[src/rtl/mem_arbiter.sv]
// Purpose: serialise icache and dcache word requests onto one single-port RAM; dcache 2-word blocks stay atomic.
// Latency: one IDLE arbitration cycle before each grant, then RAM-paced (completion on ramstate==ACCESS).
// Backpressure: iwait/dwait held high until ACCESS; BUSY/FREE/ERROR re-present the request unchanged.
//
// Ports:
//   CLK, nRST                      clock (rising edge), async active-low reset
//   iREN, iaddr -> iwait, iload    icache read port
//   dREN, dWEN, daddr, dstore
//                -> dwait, dload   dcache read/write port (daddr[2] = block word)
//   ramREN, ramWEN, ramaddr,
//   ramstore <- ramload, ramstate  RAM port (ramstate: 0 FREE, 1 BUSY, 2 ACCESS, 3 ERROR)
module mem_arbiter #(
    parameter int ADDR_W     = 32,
    parameter int DATA_W     = 32,
    parameter int STARVE_MAX = 4
) (
    input  logic              CLK,
    input  logic              nRST,
    input  logic              iREN,
    input  logic [ADDR_W-1:0] iaddr,
    output logic              iwait,
    output logic [DATA_W-1:0] iload,
    input  logic              dREN,
    input  logic              dWEN,
    input  logic [ADDR_W-1:0] daddr,
    input  logic [DATA_W-1:0] dstore,
    output logic              dwait,
    output logic [DATA_W-1:0] dload,
    output logic              ramREN,
    output logic              ramWEN,
    output logic [ADDR_W-1:0] ramaddr,
    output logic [DATA_W-1:0] ramstore,
    input  logic [DATA_W-1:0] ramload,
    input  logic [1:0]        ramstate
);

    typedef enum logic [1:0] {
        IDLE   = 2'd0,
        IGRANT = 2'd1,
        DGRANT = 2'd2
    } state_t;

    localparam logic [1:0] RAM_ACCESS = 2'd2;
    localparam logic [3:0] STARVE_LIM = 4'(STARVE_MAX);
    localparam logic [3:0] STARVE_SAT = 4'd15;

    state_t      state;
    state_t      next_state;
    logic [3:0]  starve;
    logic [3:0]  next_starve;
    logic        dreq;
    logic        access;
    logic        ifirst;

    assign dreq   = dREN | dWEN;
    assign access = (ramstate == RAM_ACCESS);

    // icache overrides dcache only once it has watched enough dcache
    // completions go by while it was waiting.
    assign ifirst = iREN && (starve >= STARVE_LIM);

    // Read data is a straight wire; the wait signals qualify it.
    assign iload = ramload;
    assign dload = ramload;

    always_ff @(posedge CLK or negedge nRST) begin
        if (!nRST) begin
            state  <= IDLE;
            starve <= 4'd0;
        end else begin
            state  <= next_state;
            starve <= next_starve;
        end
    end

    always_comb begin
        next_state  = state;
        next_starve = starve;
        ramREN      = 1'b0;
        ramWEN      = 1'b0;
        ramaddr     = '0;
        ramstore    = '0;
        iwait       = 1'b1;
        dwait       = 1'b1;

        case (state)
            IDLE: begin
                if (dreq && !ifirst) begin
                    next_state = DGRANT;
                end else if (iREN) begin
                    next_state = IGRANT;
                end
            end

            IGRANT: begin
                ramREN  = iREN;
                ramaddr = iaddr;
                iwait   = !access;
                if (!iREN) begin
                    // requester withdrew before the RAM completed
                    next_state = IDLE;
                end else if (access) begin
                    next_starve = 4'd0;
                    next_state  = IDLE;
                end
            end

            DGRANT: begin
                // a write takes precedence over a simultaneous read
                ramWEN   = dWEN;
                ramREN   = dREN & ~dWEN;
                ramaddr  = daddr;
                ramstore = dstore;
                dwait    = !access;
                if (!dreq) begin
                    next_state = IDLE;
                end else if (access) begin
                    if (iREN && (starve != STARVE_SAT)) begin
                        next_starve = starve + 4'd1;
                    end
                    // word 0 keeps the grant so word 1 follows with no
                    // icache access slipping in between
                    next_state = daddr[2] ? IDLE : DGRANT;
                end
            end

            default: begin
                next_state = IDLE;
            end
        endcase
    end

endmodule

[config.mk]
export PLATFORM = sky130hd
export DESIGN_NAME = mem_arbiter
export DESIGN_NICKNAME = d
export VERILOG_FILES = /design/src/rtl/mem_arbiter.sv
export SDC_FILE = /design/constraint.sdc
export NUM_CORES = 1
export LEC_CHECK = 0
export ABC_AREA = 1
export CAP_MARGIN = 20
export CORE_AREA = 2 2 103 105
export CTS_CLUSTER_DIAMETER = 50
export CTS_CLUSTER_SIZE = 25
export DETAILED_ROUTE_END_ITERATION = 8
export DIE_AREA = 0 0 105 107
export HOLD_SLACK_MARGIN = 0.05
export PLACE_DENSITY = 0.66
export SETUP_SLACK_MARGIN = 0.02
export SKIP_LAST_GASP = 1
export SLEW_MARGIN = 5
export SYNTH_ARGS = -nofsm -noshare
export SYNTH_HDL_FRONTEND = slang
export SYNTH_SLANG_ARGS = --single-unit
[constraint.sdc]
create_clock -name CLK -period 3.23 [get_ports CLK]
set_input_delay 0.646 -clock CLK [delete_from_list [all_inputs] [get_ports CLK]]
set_output_delay 0.646 -clock CLK [all_outputs]
set_load 0.02 [all_outputs]
==> flow_summary.ini <==
[logic_synthesis]
yosysTopAreaCell = buf_4
synth.net_count = 453
yosysWarnings = 0
synthTopCellsByArea = buf_4 30%, nand2_1 27%, a21oi_1 9.6%, inv_1 9.1%, dfrtp_1 8.7%
synth_top_area_share_pct = 29.6
synth_area_per_cell_sq_um = 5.50
synth_cell_types = 24
syn-instance-count = 314
synth_area_sq_um = 1730
ys_ff_latch = 6
synth_seq_area_share_pct = 8.70

[critical_path]
r2r_end = state[0]
r2r_cells = 10
rrSetupSlack_ns = 1.50
critPathLaunchType = flip-flop
crit_buf_inv = 3
critPathMaxStageDelay_ns = 0.65
cp_data_arrival_time_ns = 2.41
crit_path_end_kind = output port
timing.critical_path.cells = inv_1 > ha_1 > clkinvlp_2 > a21oi_1 > clkdlybuf4s50_1
path_delay_family = buffers and inverters
crit_type = flip-flop to output port
cp_data_required_time_ns = 2.58
crit_fanout = 11
critical-path-slowest-cell = clkdlybuf4s50_1
reg2reg_from = state[0]

[clock_tree]
clkLatencyLatePin_ns = 0.23
clkTransAtPathRegs_ns = 0.04
cts_tree = done
cts_buffer_depth = 2
cts.sinks = 6
htreeDepth = 1
cts_buffers = 3
cts-root-buf = clkbuf_8

[floorplan]
die_h_um = 107
io_pins = 267
fp-row-count = 37
die_w_um = 105
fp.coreArea_sq_um = 10100
start_util_pct = 17.1
dieArea_sq_um = 11200

[global_route]
grt_usage_pct = 10.8
grt_max_degree = 35
grt_pass1_wl_um = 10000
grt.overflow.total = 0
antenna_found_initial = 0
grt_pass1_vias = 2111

[power_and_ir_drop]
cellPowerDensity_nw_per_um2 = 700
power_leakage_nw = 1.41
ir_drop_mv = 0.274
p_total_w = 0.00219

[sta]
period_needed_ns = 3.06
hold_viol = 0
fin_crit_sh_pct = 94.7
slew_headroom_pct = 69.0
hold-worst-slack_ns = 0.519
tightest_slew_ns = 0.463
fmax_mhz = 327
finClkSkew_ns = 0.00178
finalSetupViolations = 0
rsz0062_at_grt = true
maxSlewViolCount = 0

[final_layout]
num-nets-final = 557
syn_to_final_growth_pct = 81.2
n_antenna_cell = 0
final_cell_mix = 170 x clkdlybuf4s50_1, 123 x nand2_1, 41 x inv_1
layout_commonest_cell = clkdlybuf4s50_1
fillers = 1125
layout-drive-gt1-share_pct = 5.53

[routing]
avgViaCountPerCell = 3.93
dr.pass1.iters = 4
wl_um = 6810
ant_nets = 0
drtIter0Drc = 76
drcViolationCount = 0
detail_route.wl_per_cell_um = 12.3
vias = 2170

[worst_hold_path]
hold_class = flip-flop to flip-flop
worstHoldStart = state[1]
whs_path_depth = 2
holdPathEnd = state[1]

[run]
cap_violations = 0

[place]
finalWeightedCongestion = 0.748
port_buffers = 170
dp.final_hpwl_um = 5650

[status]
outcome = finished, final reports clean
==> cell type report <==
cell class	instances	area, sq um	share of cell area (%)
Clock buffer	3	41.3	1.32
Inverter	45	173	5.52
Multi-Input combinational cell	184	823	26.3
Sequential cell	6	150	4.80
Tap cell	136	170	5.44
Timing Repair Buffer	177	1770	56.5
Timing Repair inverter	1	5.00	0.160
==> power breakdown <==
part / switching, W / internal, W / total [W]
Combinational: 0.00110 / 0.000851 / 0.00195
Sequential: 0.0000279 / 0.000102 / 0.000130
Clock: 0.0000341 / 0.0000802 / 0.000114
==> kinds of logic after synthesis <==
family / after synthesis / synth area share, %
compound gates: 39 / 11.7
simple gates: 141 / 33.0
buf+inv: 124 / 43.8
fa+ha+maj: 4 / 2.90
flops: 6 / 8.70
==> repair_timing <==
item	4_1_cts	5_1_grt
setup endpoints to repair	0	11
buffers inserted	0	1
gates resized for setup	0	1
hold buffers	0	0
==> sequential cells by signal, indices dropped and copies added (netlist names) <==
register and cells:
starve 4, state 2
==> cells in the mapped netlist <==
cell / instances
a21boi_0: 1
a21oi_1: 33
a21oi_2: 1
buf_1: 3
buf_2: 4
buf_4: 68
buf_6: 4
dfrtp_1: 6
ha_1: 4
inv_1: 42
inv_2: 3
nand2_1: 123
nand2_2: 2
nand2_4: 1
nand3_1: 6
nand3_2: 1
nand3b_1: 1
nand4_1: 1
nor2_1: 3
nor2_2: 1
o21ai_0: 1
o21ai_1: 3
or2_0: 1
or2_2: 1
==> per-stage QoR <==
stage | util, % | instances | area [sq um] | setup WS, ns | TNS (ns)
after detailed placement | 30.3 | 547 | 3060 | 0.357 | 0
after CTS | 30.7 | 550 | 3100 | 0.109 | 0
after floorplan | - | 314 | 1730 | 1.28 | 0
after global routing | 31.0 | 552 | 3130 | -0.00623 | -0.0120
after global placement | 30.3 | 547 | 3060 | 0.406 | 0
final | 31.0 | 552 | 3130 | 0.171 | 0
==> how the worst max path moves through the flow <==
stage              from          end  slack, ns  depth (start not counted)
6_report       state[0]  ramaddr[30]       0.17                          5
5_1_grt        state[0]  ramaddr[11]     -0.006                          5
4_1_cts        state[0]  ramaddr[24]       0.11                          6
3_5_place_dp   state[0]  ramaddr[24]       0.36                          6
3_3_place_gp       dWEN       ramREN       0.41                          5
2_1_floorplan  state[0]       ramREN       1.28                          6
==> worst register-to-register path: cells and delay by family (launching register included) <==
family                     cells  cell delay [ns]
buffers and inverters          3             0.67
and+or+nand+nor                6             0.43
DFF                            1             0.38
adders and majority gates      1             0.18
==> routing by layer <==
metal	wire [um]	global-route usage (%)
met5	0	0
met4	278	5.24
met1	2580	11.5
met2	3330	19.2
met3	625	3.59
Power figures use the tool's default switching activity.
